[config.mk]
export PLATFORM = sky130hd
export DESIGN_NAME = alu_arbiter
export DESIGN_NICKNAME = d
export VERILOG_FILES = /design/src/rtl/alu_arbiter.sv
export SDC_FILE = /design/constraint.sdc
export NUM_CORES = 1
export LEC_CHECK = 0
export ABC_CLOCK_PERIOD_IN_PS = 4950
export CAP_MARGIN = 20
export CORE_MARGIN = 2
export CORE_UTILIZATION = 40
export CTS_BUF_LIST = sky130_fd_sc_hd__clkbuf_8
export CTS_CLUSTER_DIAMETER = 50
export CTS_CLUSTER_SIZE = 30
export DETAILED_ROUTE_END_ITERATION = 6
export PLACE_DENSITY_LB_ADDON = 0.05
export SYNTH_ARGS = -nofsm -noshare
export SYNTH_HDL_FRONTEND = slang
export SYNTH_SLANG_ARGS = --single-unit
[constraint.sdc]
create_clock -name clk -period 4.95 [get_ports clk]
set_clock_uncertainty 0.2 [all_clocks]
set_input_delay 1.2375 -clock clk [delete_from_list [all_inputs] [get_ports clk]]
set_output_delay 1.2375 -clock clk [all_outputs]
set_load 0.05 [all_outputs]
[src/rtl/alu_arbiter.sv]
// Two-requester round-robin arbiter in front of a single shared ALU.
// Keeps exactly one ALU transaction in flight and routes the response back to its owner.
module alu_arbiter #(
  parameter int DATA_WIDTH = 16
) (
  input  logic                    clk,
  input  logic                    rst_n,
  input  logic [2*DATA_WIDTH+2:0] i_req0_cmd,
  input  logic                    i_req0_cmd_valid,
  output logic                    o_req0_cmd_ready,
  output logic [DATA_WIDTH:0]     o_req0_rsp,
  output logic                    o_req0_rsp_valid,
  input  logic                    i_req0_rsp_ready,
  input  logic [2*DATA_WIDTH+2:0] i_req1_cmd,
  input  logic                    i_req1_cmd_valid,
  output logic                    o_req1_cmd_ready,
  output logic [DATA_WIDTH:0]     o_req1_rsp,
  output logic                    o_req1_rsp_valid,
  input  logic                    i_req1_rsp_ready,
  output logic [2*DATA_WIDTH+2:0] o_alu_cmd,
  output logic                    o_alu_cmd_valid,
  input  logic                    i_alu_cmd_ready,
  input  logic [DATA_WIDTH:0]     i_alu_rsp,
  input  logic                    i_alu_rsp_valid,
  output logic                    o_alu_rsp_ready,
  output logic [1:0]              o_grant,
  output logic [1:0]              o_dbg_state
);

  // Handshakes: a transfer happens on a rising edge where valid and ready are both high;
  // a producer holds valid and its payload stable until that edge.
  typedef enum logic [1:0] {
    S_IDLE  = 2'd0,
    S_ISSUE = 2'd1,
    S_WAIT  = 2'd2
  } state_e;

  state_e                  state_q;
  logic                    ptr_q;
  logic [2*DATA_WIDTH+2:0] cmd_q;
  logic [1:0]              grant_q;

  logic is_idle;
  logic pick1;
  logic cmd_hs;
  logic own0;
  logic own1;
  logic rsp_hs;

  // rst_n gates the ready path so no command can be seen as accepted while in reset.
  assign is_idle          = rst_n && (state_q == S_IDLE);
  assign pick1            = i_req1_cmd_valid && (!i_req0_cmd_valid || ptr_q);
  assign o_req1_cmd_ready = is_idle && pick1;
  assign o_req0_cmd_ready = is_idle && i_req0_cmd_valid && !pick1;
  assign cmd_hs           = o_req0_cmd_ready || o_req1_cmd_ready;

  assign own0 = (state_q == S_WAIT) && grant_q[0];
  assign own1 = (state_q == S_WAIT) && grant_q[1];

  assign o_req0_rsp_valid = own0 && i_alu_rsp_valid;
  assign o_req1_rsp_valid = own1 && i_alu_rsp_valid;
  assign o_req0_rsp       = own0 ? i_alu_rsp : '0;
  assign o_req1_rsp       = own1 ? i_alu_rsp : '0;
  assign o_alu_rsp_ready  = (own0 && i_req0_rsp_ready) || (own1 && i_req1_rsp_ready);
  assign rsp_hs           = i_alu_rsp_valid && o_alu_rsp_ready;

  assign o_alu_cmd_valid = (state_q == S_ISSUE);
  assign o_alu_cmd       = cmd_q;
  assign o_grant         = grant_q;
  assign o_dbg_state     = state_q;

  always_ff @(posedge clk or negedge rst_n) begin
    if (!rst_n) begin
      state_q <= S_IDLE;
      ptr_q   <= 1'b0;
      cmd_q   <= '0;
      grant_q <= 2'b00;
    end else begin
      case (state_q)
        S_IDLE: begin
          if (cmd_hs) begin
            state_q <= S_ISSUE;
            cmd_q   <= pick1 ? i_req1_cmd : i_req0_cmd;
            grant_q <= pick1 ? 2'b10 : 2'b01;
            ptr_q   <= !pick1;
          end
        end
        S_ISSUE: begin
          if (i_alu_cmd_ready) state_q <= S_WAIT;
        end
        S_WAIT: begin
          if (rsp_hs) begin
            state_q <= S_IDLE;
            grant_q <= 2'b00;
          end
        end
        default: begin
          state_q <= S_IDLE;
          grant_q <= 2'b00;
        end
      endcase
    end
  end

endmodule

==> metrics.md, run 1 <==
| Metric | Value |
|---|---|
| Status | `completed` |
| Seq/Total Area, Yosys | `39.1%` |
| Compound-Gate Fraction of Synth Area | `a little under a third` |
| Layout cell share with drive strength beyond 1 | `12.0%` |
| Die height | `84 um` |
| Fin. max-slew vios | `0` |
| Psw | `approximately 1.3 mW` |
| Clk buf depth | `2` |
| Tcrit/Tclk final | `84.9%` |
| Fin cells | `between 500 and 600` |
| Top FF cell, synth | `dfrtp_1` |
| Fin. Hold Viols | `0` |
| Post-CTS Setup Bufs | `0` |
| Post-synth EDFFs | `0` |
| Post-layout util | `between 60% and 70%` |
| Post-detailed-routing wire length | `around 8300 um` |
| Port buffer count | `173` |
| Routed Antenna Nets | `0` |
| Die area | `7060 um2` |
| Instance area at placement | `approximately 4300 um2` |
| RSZ-0062 raised after global routing | `false` |
| Mean Syn Cell Area | `9.41 um2` |
| Final RePlAce weighted congestion | `approximately 0.74` |
| # rows | `29` |
| Synth Register Bits | `40` |
| Synth async-reset ratio | `100%` |
| Fraction of synthesized area in multiplexers | `0%` |
| Die width | `roughly 84 um` |
| Fin Hold WS | `around 300 ps` |
| Clk_lat worst skew | `~280 ps` |
| Worst-path clk slew | `70 ps` |
| Comb power frac | `between 60 and 70%` |
| Int Pwr | `approximately 1.2 mW` |
| # diodes | `0` |
| Largest net degree at the start of global routing | `71` |
| Crit path required time | `between 3000 and 4000 ps` |
| Worst Reg-to-Reg Cells | `4` |
| Starting density of the core | `40.8%` |
| I/O pins | `around 170` |
| Violation count after the first detailed-route iteration | `between 150 and 200` |
| Total power | `around 2.5 mW` |
| # hold bufs at CTS | `0` |
| # setup viols final | `0` |
| Max cap viols | `0` |
| Fin area | `between 4000 and 5000 um2` |
| Drt drc | `0` |
| Final setup margin | `748 ps` |
| Nets | `520` |
| Worst hold path type | `reg -> reg` |
| Post-synthesis simple-gate area fraction | `around 22%` |
| Post-Syn Area | `between 2000 and 3000 um2` |
| Pre-CTS setup slack | `approximately 750 ps` |
| F_max | `~0.24 GHz` |
| Switching part of the total power | `between 50% and 60%` |
| Worst VDD drop | `around 350 uV` |
| Hold Path Depth | `1` |
| Cells after DPL | `495` |
| DR pass1 iterations | `4` |
| Dpl hpwl | `5720 um` |
| CP arrival | `approximately 2800 ps` |
| Net Count, Synth | `between 300 and 400` |
| Cells after Synth | `between 200 and 300` |
| Vias in the first global route | `around 2600` |
| Via Count | `~2700` |
| Crit end category | `output pin` |
| Post-layout min period | `4200 ps` |
| # resized after CTS | `0` |
| Leakage | `~1.7 nW` |
| Core area | `approximately 6300 um2` |
| Synth Area in Adders | `0%` |
| Worst Tran Pin Value | `between 800 and 900 ps` |
| YS warnings | `0` |
| Power share of the clock group | `under 10%` |
| Num CTS Buffers | `5` |
| Worst Setup Path Type | `in -> out` |
| Xor/xnor cell area share of the yosys netlist | `0%` |
| Crit path max fanout | `3` |
| Total congestion overflow | `0` |
| Antenna violations before repair | `0` |
| Distinct cell type count after synthesis | `24` |
| Seq pwr share | `about 24%` |
| Critical Path Source Type | `primary input` |
| Rel. slew slack | `around two fifths` |
| Sinks on Clock Net | `40` |
| Synth-to-layout area growth | `71.5%` |
| Avg WL per Cell | `around 17 um` |
| First-pass GRT wire length | `approximately 13000 um` |
| CTS tree | `done` |
| Vias per cell | `~5.4` |
| Final TNS setup | `0 ps` |
| H-tree Lvls | `2` |
| CTS Root Cell | `clkbuf_8` |
| GRT Overall Usage | `22.9%` |
| Main combinational cell family by area after synthesis | `compound AO/OA/AOI/OAI gates` |
| Power density cells | `about 580 nW/um2` |
-- final timing paths --
path | startpoint | to | slack (ps)
worst max register to register | o_dbg_state[0] | o_alu_cmd[12] | 2720
min in group asynchronous | rst_n | o_alu_cmd[33] | 850
worst min register to register | ptr_q | ptr_q | 300
worst max-delay path | i_req0_rsp_ready | o_alu_rsp_ready | 750
max in group asynchronous | rst_n | o_dbg_state[1] | 3350
worst min-delay path | ptr_q | ptr_q | 300
-- sequential cells by signal, indices dropped and copies added, names as in the netlist --
signal and cells:
ptr_q 1, o_dbg_state 2, o_alu_cmd 35, o_grant 2
-- placed cells by master (no fill, tap or decap) --
cell type        count
a31oi_2             30
nand3b_1            35
a31oi_1              5
buf_12               2
o21ai_0             36
and3_1              37
a22oi_1              1
clkdlybuf4s50_1    170
a21oi_1             35
dfrtp_1             40
inv_1                3
clkbuf_8             6
clkinvlp_4           1
nor3b_1              1
nand2b_1             2
nor3b_4              1
a21o_1               1
a2bb2oi_1            1
nand2_1              3
buf_2                1
and2_4               1
or2_1                1
a22o_1               1
a31o_2               2
nor2b_1              1
and2b_1              2
buf_4                7
-- critical path, cell delays in order --
cell             delay [ps]
clkdlybuf4s50_1         460
a22oi_1                 110
nor2b_1                 150
clkdlybuf4s50_1         810
-- routing by layer --
metal	track usage, %	routed length (um)
met5	0	0
met4	4.11	75
met3	5.64	556
met2	39.6	4240
met1	29.2	3440
-- synthesized netlist by cell type (2+ instances only) --
| library cell | count | area, um2 |
|---|---|---|
| nand3b_1 | 35 | 263 |
| inv_1 | 2 | 7.51 |
| a31oi_1 | 5 | 31.3 |
| a31oi_2 | 30 | 375 |
| and2b_1 | 2 | 15.0 |
| buf_2 | 6 | 30.0 |
| a21oi_1 | 35 | 175 |
| nand2_1 | 3 | 11.3 |
| o21ai_0 | 36 | 180 |
| nand2b_1 | 2 | 12.5 |
| dfrtp_1 | 40 | 1000 |
| and3_1 | 37 | 231 |
| buf_6 | 4 | 45.0 |
| clkbuf_1 | 24 | 90.1 |
| a31o_2 | 2 | 17.5 |
-- layout make-up --
| type | instances | area, um2 |
|---|---|---|
| fill | 530 | 1890 |
| sequential | 40 | 1000 |
| clock buffer | 6 | 82.6 |
| clock inverter | 2 | 11.3 |
| timing repair buffer | 180 | 1800 |
| tap | 77 | 96.3 |
| multi-input combinational | 196 | 1390 |
| inverter | 2 | 7.51 |
-- power by group through the flow --
stage / Combinational, mW / Sequential, mW / Clock [mW]
2_1_floorplan: 0.618 / 1.13 / 0
3_3_place_gp: 1.67 / 0.613 / 0
3_5_place_dp: 1.69 / 0.618 / 0
4_1_cts: 1.69 / 0.616 / 0.233
5_1_grt: 1.76 / 0.642 / 0.251
6_report: 1.68 / 0.615 / 0.228
-- cell families after synthesis --
group | after synthesis
AO/OA/AOI/OAI | 112
buffers and inverters | 36
flip-flops | 40
AND/OR/NAND/NOR | 84
No activity file was read; power rests on OpenSTA's default activity.
==> inputs of run 2 (changes only) <==
Settings changed: ABC_CLOCK_PERIOD_IN_PS 4950 to 3600, CORE_UTILIZATION 40 to 33.
Clock period 4.95 ns to 3.6 ns, I/O delays scaled along.
==> run 2 against run 1 <==
  * First-iteration DRC count decreased by 41%
  * Critical endpoint is now o_req1_cmd_ready
  * Core utilization fell by 13 points
  * Cell area fell by 1.4%
  * Flip-flop and latch count unchanged
  * Die area increased by 20%
  * Largest cell class unchanged
  * Count of clock-buffer cells in the layout did not move
  * Non-clock buffer count is the same
  * Final cell count is 5.0% higher
  * Critical path type unchanged
  * Routed wire length increased by 2.8%
  * Sequential share of layout area is 0.32 points higher
  * Critical path depth did not move
==> metrics.md, run 2 (synthesized netlist as in run 1, its figures left out) <==
| Metric | Value |
|---|---|
| Crit path from | `i_req0_cmd_valid (was i_req0_rsp_ready)` |
| GRT Overall Usage | `19.4% (was 22.9%)` |
| I/O pins | `174 (unchanged)` |
| Power density cells | `800 nW/um2 (was 576 nW/um2)` |
| WL met1 | `3620 um (was 3440 um)` |
| Core area | `7610 um2 (was 6280 um2)` |
| CTS tree | `done (unchanged)` |
| Post-CTS Setup Bufs | `0 (unchanged)` |
| Fillcell total | `706 (was 530)` |
| Routed wl met3 | `566 um (was 556 um)` |
| CTS Root Cell | `clkbuf_8 (unchanged)` |
| CP arrival | `2140 ps (was 2760 ps)` |
| Layout cell share with drive strength beyond 1 | `20.9% (was 12.0%)` |
| Crit path max fanout | `3 (unchanged)` |
| Crit end category | `output pin (unchanged)` |
| Fin. max-slew vios | `0 (unchanged)` |
| Final RePlAce weighted congestion | `0.730 (was 0.741)` |
| Sinks on Clock Net | `40 (unchanged)` |
| Die width | `92.1 um (was 84 um)` |
| DR pass1 iterations | `4 (unchanged)` |
| Via Count | `2726 (was 2738)` |
| Violation count after the first detailed-route iteration | `107 (was 180)` |
| Avg WL per Cell | `16.2 um (was 16.5 um)` |
| Clk_lat worst skew | `290 ps (was 280 ps)` |
| Synth-to-layout area growth | `69.2% (was 71.5%)` |
| Fin. Hold Viols | `0 (unchanged)` |
| Worst Tran Pin Value | `877 ps (was 891 ps)` |
| Post-layout min period | `3240 ps` |
| DR top layer | `met4 (unchanged)` |
| # resized after CTS | `0 (unchanged)` |
| Rel. slew slack | `41.5% (was 40.6%)` |
| Leakage | `1.78 nW (was 1.71 nW)` |
| # diodes | `0 (unchanged)` |
| Critical hold path startpoint | `ptr_q (unchanged)` |
| Final TNS setup | `0 ps (unchanged)` |
| Die area | `8480 um2 (was 7060 um2)` |
| Cells after DPL | `520 (was 495)` |
| Vias per cell | `5.16 (was 5.44)` |
| Num CTS Buffers | `5 (unchanged)` |
| Clk buf depth | `2 (unchanged)` |
| # rows | `32 (was 29)` |
| # setup viols final | `0 (unchanged)` |
| Starting density of the core | `33.7% (was 40.8%)` |
| H-tree Lvls | `2 (unchanged)` |
| Crit path required time | `2500 ps (was 3510 ps)` |
| Routed Antenna Nets | `0 (unchanged)` |
| Tcrit/Tclk final | `90.1%` |
| Worst-path clk slew | `80 ps (was 70 ps)` |
| Post-detailed-routing wire length | `8540 um (was 8310 um)` |
| Vias in the first global route | `2564 (was 2562)` |
| F_max | `a little over 0.3 GHz` |
| Nets | `520 (unchanged)` |
| Max cap viols | `0 (unchanged)` |
| Max FFs per register | `35 (unchanged)` |
| Commonest non-fill, non-tap cell in the layout | `clkdlybuf4s50_1 (unchanged)` |
| Fin cells | `528 (was 503)` |
| RSZ-0062 raised after global routing | `false (unchanged)` |
| Drt drc | `0 (unchanged)` |
| Status | `completed (unchanged)` |
| Dpl hpwl | `5830 um (was 5720 um)` |
| Largest net degree at the start of global routing | `71 (unchanged)` |
| Metal2 WL | `4240 um (about the same)` |
| Commonest non-fill, non-tap cells in the layout | `133 x clkdlybuf4s50_1, 44 x buf_4, 40 x dfrtp_1 (was 170 x clkdlybuf4s50_1, 40 x dfrtp_1, 37 x and3_1)` |
| Port buffer count | `173 (unchanged)` |
| Die height | `92.1 um (was 84 um)` |
| First-pass GRT wire length | `13200 um (about the same)` |
| Antenna violations before repair | `0 (unchanged)` |
| Critical Path Source Type | `primary input (unchanged)` |
| # hold bufs at CTS | `0 (unchanged)` |
| Reg2reg start | `o_dbg_state[0] (unchanged)` |
| Worst VDD drop | `349 uV (was 352 uV)` |
| Worst Setup Path Type | `in -> out (unchanged)` |
| Total congestion overflow | `0 (unchanged)` |
| Worst hold path type | `reg -> reg (unchanged)` |
-- run 2: cell types whose count changed in the layout (fill, tap and decap cells not counted) --
cell and delta:
and2b_2 +1, clkdlybuf4s50_1 -37, buf_4 +37, and2b_1 -1
-- run 2: area by class of cell --
| cell class | count | area (um2) | area share, % |
|---|---|---|---|
| Tap cell | 102 | 128 | 2.95 |
| Clock buffer | 6 | 82.6 | 1.91 |
| Sequential cell | 40 | 1000 | 23.1 |
| Multi-Input combinational cell | 196 | 1390 | 32.2 |
| Timing Repair Buffer | 180 | 1710 | 39.4 |
| Inverter | 2 | 7.51 | 0.173 |
| Clock inverter | 2 | 11.3 | 0.260 |
-- run 2: per-layer routing --
metal / vias up / global-route usage [%]
met1: 1293 / 23.7
met3: 10 / 4.35
met4: 0 / 4.60
met5: - / 0
met2: 104 / 34.5
li1: 1319 / -
-- run 2: worst max-delay path: stages --
cell and delay, ps:
clkdlybuf4s50_1 420, and2b_2 210, nor3b_1 410, buf_12 200
-- run 2: final timing paths --
kind | to | slack (ps) | cells after the start
worst min-delay path | ptr_q | 330 | 1
worst max-delay path | o_req1_cmd_ready | 360 | 4
worst min register to register | ptr_q | 330 | 1
min in group asynchronous | o_alu_cmd[10] | 500 | 2
worst max register to register | o_alu_cmd[16] | 1340 | 4
max in group asynchronous | o_grant[1] | 2310 | 2
-- run 2: power by group --
part / switching [mW] / total [mW] / internal (mW)
Combinational: 1.48 / 2.30 / 0.820
Sequential: 0.178 / 0.847 / 0.669
Clock: 0.161 / 0.314 / 0.153
-- run 2: stage by stage --
step	worst slack [ps]	total power [mW]	instance area [um2]	hold slack [ps]	util, %
floorplan	92.2	2.40	2560	265	-
global placement	394	3.15	4240	300	55.7
detailed placement	362	3.18	4240	313	55.7
CTS	355	3.50	4330	332	56.9
global route	237	3.65	4330	355	56.9
finish	357	3.47	4330	326	56.9
